### config.mk
export PLATFORM = sky130hd
export DESIGN_NAME = piso_tx
export DESIGN_NICKNAME = d
export VERILOG_FILES = /design/src/rtl/piso_tx_pkg.sv /design/src/rtl/piso_tx.sv
export SDC_FILE = /design/constraint.sdc
export NUM_CORES = 1
export LEC_CHECK = 0
export CORE_AREA = 2 2 39 41
export CTS_CLUSTER_SIZE = 40
export DETAILED_ROUTE_END_ITERATION = 10
export DIE_AREA = 0 0 41 43
export DONT_BUFFER_PORTS = 1
export PLACE_DENSITY_LB_ADDON = 0.15
export SKIP_CTS_REPAIR_TIMING = 1
export SLEW_MARGIN = 10
export SYNTH_ARGS = -nofsm -noshare
export SYNTH_HDL_FRONTEND = slang
export SYNTH_SLANG_ARGS = --single-unit
### constraint.sdc
create_clock -name clk -period 1.1 [get_ports clk]
set_input_delay 0.22 -clock clk [delete_from_list [all_inputs] [get_ports clk]]
set_output_delay 0.22 -clock clk [all_outputs]
set_load 0.05 [all_outputs]
### src/rtl/piso_tx_pkg.sv
// Shared types and helpers for the piso_tx serial transmitter.
// even_parity() is used by both the RTL and the bench.
package piso_tx_pkg;

  typedef enum logic {IDLE, SHIFT} piso_state_e;

  // Widest word even_parity() accepts; narrower words are zero-extended.
  localparam int PARITY_MAX_W = 64;

  function automatic logic even_parity(input logic [PARITY_MAX_W-1:0] d);
    return ^d;
  endfunction

endpackage

### src/rtl/piso_tx.sv
// Parallel-in, serial-out transmitter: WIDTH-bit word sent LSB-first with frame qualifiers.
// Optional feature: define PISO_TX_PARITY_EN to append an even-parity bit after the data MSB.
module piso_tx
  import piso_tx_pkg::*;
#(
  parameter int WIDTH = 4
) (
  input  logic             clk,
  input  logic             reset,
  input  logic             load_valid_i,
  input  logic [WIDTH-1:0] load_data_i,
  output logic             load_ready_o,
  output logic             x_o,
  output logic             x_valid_o,
  output logic             last_o,
  output logic             busy_o
);

`ifdef PISO_TX_PARITY_EN
  localparam int FRAME_LEN = WIDTH + 1;
`else
  localparam int FRAME_LEN = WIDTH;
`endif
  localparam int CNT_W = $clog2(FRAME_LEN);
  localparam logic [CNT_W-1:0] LAST_CNT = CNT_W'(FRAME_LEN - 1);

  piso_state_e      r_state;
  piso_state_e      w_next_state;
  logic [WIDTH-1:0] r_sr;
  logic [CNT_W-1:0] r_cnt;
  logic             w_last;
  logic             w_accept;

  // Handshake: a word is taken on any edge where valid and ready are both high.
  // Ready depends only on registered state, so there is no input-to-ready path.
  assign w_last       = (r_state == SHIFT) && (r_cnt == LAST_CNT);
  assign load_ready_o = (r_state == IDLE) || w_last;
  assign w_accept     = load_valid_i && load_ready_o;

  always_ff @(posedge clk or posedge reset) begin
    if (reset) r_state <= IDLE;
    else       r_state <= w_next_state;
  end

  always_comb begin
    w_next_state = r_state;
    case (r_state)
      IDLE:    if (w_accept) w_next_state = SHIFT;
      SHIFT:   if (w_last && !w_accept) w_next_state = IDLE;
      default: w_next_state = IDLE;
    endcase
  end

`ifdef PISO_TX_PARITY_EN
  logic r_parity;

  always_ff @(posedge clk or posedge reset) begin
    if (reset)         r_parity <= 1'b0;
    else if (w_accept) r_parity <= even_parity(PARITY_MAX_W'(load_data_i));
  end
`endif

  always_comb begin
    x_o       = 1'b0;
    x_valid_o = 1'b0;
    last_o    = 1'b0;
    busy_o    = 1'b0;
    if (r_state == SHIFT) begin
      x_valid_o = 1'b1;
      busy_o    = 1'b1;
      last_o    = w_last;
`ifdef PISO_TX_PARITY_EN
      x_o       = w_last ? r_parity : r_sr[0];
`else
      x_o       = r_sr[0];
`endif
    end
  end

  // Counter returns to zero after the final bit so IDLE always holds a clean count.
  always_ff @(posedge clk or posedge reset) begin
    if (reset) begin
      r_sr  <= '0;
      r_cnt <= '0;
    end else if (w_accept) begin
      r_sr  <= load_data_i;
      r_cnt <= '0;
    end else if (r_state == SHIFT) begin
      r_sr  <= {1'b0, r_sr[WIDTH-1:1]};
      r_cnt <= w_last ? '0 : r_cnt + CNT_W'(1);
    end
  end

endmodule

==> metrics.cfg, run 1 <==
[clock_network]
clkTransAtPathRegs_ns=0.05
cts_tree=done
cts_root_buf=clkbuf_4
clock_path_buffers=2
clk_latency_ns=0.25
htreeDepth=1
cts_made_buffers=3
cts.sinks=7

[logic_synthesis]
synth_compound_area_share_pct=19.26
synthDistinctLibCells=19
yosys_register_bits=7
synth-adder-area-share_pct=3.378
synth_top_family_by_area=simple AND/OR/NAND/NOR gates
syn-num-nets=45
synthXorXnorAreaFrac_pct=0
synth_warnings=0
synth_area_per_cell_um2=10.01
synth_cells=37
seq_area_frac_synth_pct=47.30
synth_area_um2=370.4
yosys.area_share.simple_pct=20.27
synth.area.mux_share_pct=2.703

[finish]
final_cell_mix=dfrtp_1 (6), buf_4 (5), nor2_1 (4)
layout_commonest_cell=dfrtp_1
fill_cells=138
utilization_pct=40.14
drive_above_1_share_pct=45.83
antennaDiodeCount=0
syn_to_final_growth_pct=50.00
fin_nets=57

[setup_path]
endpoint=load_ready_o
crit_buf_inv=0
path_cells=ha_4, nand2b_4
path_class=flip-flop to output port
reg2reg_depth=5
critPathMaxStageDelay_ns=0.42
critPathTopFamily=flip-flops
r2r_start=r_cnt[1]
crit_arrival_ns=1.09
r2r-end=r_sr[1]
worst-r2r-setup-slack_ns=-0.13
cp_max_fo=5
crit_start=r_cnt[1]
crit_path_top_delay_cell=dfrtp_1
start_kind=flip-flop
end_kind=output port
worst-path-stages=2
worstPathRequired_ns=0.88

[grt]
use_met1_pct=11.88
grt_use_met2_pct=14.69
grt_overflow=0
grt_pass1_vias=292
use_met3_pct=4.188
top_usage_layer=met2
antenna_found_initial=0
grt_start_max_net_pins=13
grt_pass1_wl_mm=1.179
gr-usage-all-layers_pct=10.12

[drt]
drc=0
drt_iter0_drc=2
vias=321
viasPerCell=5.016
wl_um=859
routedWlPerCell_um=13.42
antenna_left=0
dr.pass1.iters=4

[placed_design]
dpl.hpwl_um=587.8
place_congestion=0.7241
numPortBuffers=0
place_ws_ns=-0.06764

[floorplanning]
die_area_um2=1763
io_pins=12
core_um2=1384
start_util_pct=26.76
die_h_um=43
die_x_um=41
rows=14

[timing]
final-max-slew-violation-count=0
worst_slew_pin_slew_ns=0.2771
post-route-min-period_ns=1.310
fmax_mhz=763.5
period_share_pct=119.1
setup_violations=8
fin_skew_ns=0.006973
max_slew_margin_pct=81.51
hold_viol=0
rsz0062_at_grt=yes
setup_slack_ns=-0.2098
tns_ns=-1.121

[status]
violations=setup timing
status=complete, but fails checks

[power_and_ir_drop]
power.total_mw=1.811
ir_worst_vdd_mv=1.394
leakage_nw=0.2475
p_per_area_nw_per_um2=3259

[hold_path]
min_path_type=primary input to flip-flop

[flow_run]
cap_viol_max_count=0

## logic make-up (layout without fill, tap and decap cells)
| family | after synthesis | in the layout |
|---|---|---|
| simple gates | 14 | 14 |
| flops | 7 | 7 |
| buf+inv | 4 | 15 |
| fa+ha+maj | 1 | 1 |
| mux | 1 | 1 |
| compound gates | 10 | 10 |
## how the worst min path moves through the flow
stage	slack, ns	endpoint	depth (start not counted)	startpoint
2_1_floorplan	0.02	r_cnt[0]	1	reset
3_3_place_gp	0.06	r_sr[0]	1	reset
3_5_place_dp	0.07	r_cnt[0]	1	reset
4_1_cts	-0.20	r_cnt[0]	1	reset
5_1_grt	0.09	r_state	1	load_valid_i
6_report	0.08	r_state	1	load_valid_i
## synth_stat cells
| library cell | n | area share, % |
|---|---|---|
| a21bo_1 | 1 | 2.7 |
| and2b_1 | 1 | 2.0 |
| nand2b_1 | 2 | 3.4 |
| buf_4 | 3 | 6.1 |
| nor2_1 | 4 | 4.1 |
| ha_1 | 1 | 3.4 |
| o22ai_1 | 3 | 5.1 |
| mux2i_1 | 1 | 2.7 |
| a211oi_1 | 3 | 6.1 |
| a32o_1 | 1 | 2.7 |
| dfrtp_1 | 7 | 47 |
| nor2b_1 | 2 | 3.4 |
| nand2_1 | 1 | 1.0 |
| nand3_1 | 1 | 1.4 |
| inv_1 | 1 | 1.0 |
| nand2_2 | 1 | 1.7 |
| o21ai_0 | 1 | 1.4 |
| o21ai_1 | 1 | 1.4 |
| and2_1 | 2 | 3.4 |
## power breakdown
part,switching [mW],internal (mW)
Sequential,0.107,0.373
Clock,0.0910,0.138
Combinational,0.569,0.533
## per-layer routing
metal	wire length (um)	vias to the layer above	share of wire (%)
met5	0	-	0
met4	0	0	0
met3	63	0	7.3
met2	440	9	51
met1	356	156	41
li1	-	156	-
## registers in the layout, summed over array words and instances, names as in the netlist
signal	flops
r_cnt	2
r_sr	4
r_state	1
## stage by stage
stage / instance area (um2) / cells / hold slack (ns)
after floorplan: 387.9 / 37 / 0.02333
after global placement: 416.7 / 53 / 0.05993
after detailed placement: 416.7 / 53 / 0.06559
after CTS: 442.9 / 57 / -0.2040
after global routing: 555.5 / 64 / 0.08537
final: 555.5 / 64 / 0.08080
## area by class of cell
class | instances | area, um2 | share of cell area, %
clock buffer | 4 | 26.28 | 4.730
timing repair buffer | 10 | 110.1 | 19.82
sequential | 7 | 176.4 | 31.76
multi-input combinational | 26 | 219.0 | 39.41
inverter | 1 | 3.754 | 0.6757
tap | 16 | 20.02 | 3.604
Power figures use the tool's default switching activity.
==> run 2, diff against run 1 <==
- SLEW_MARGIN: 10 -> 20
==> results of run 2 <==
The final DEF is identical to that of run 1; final timing and power are the same.
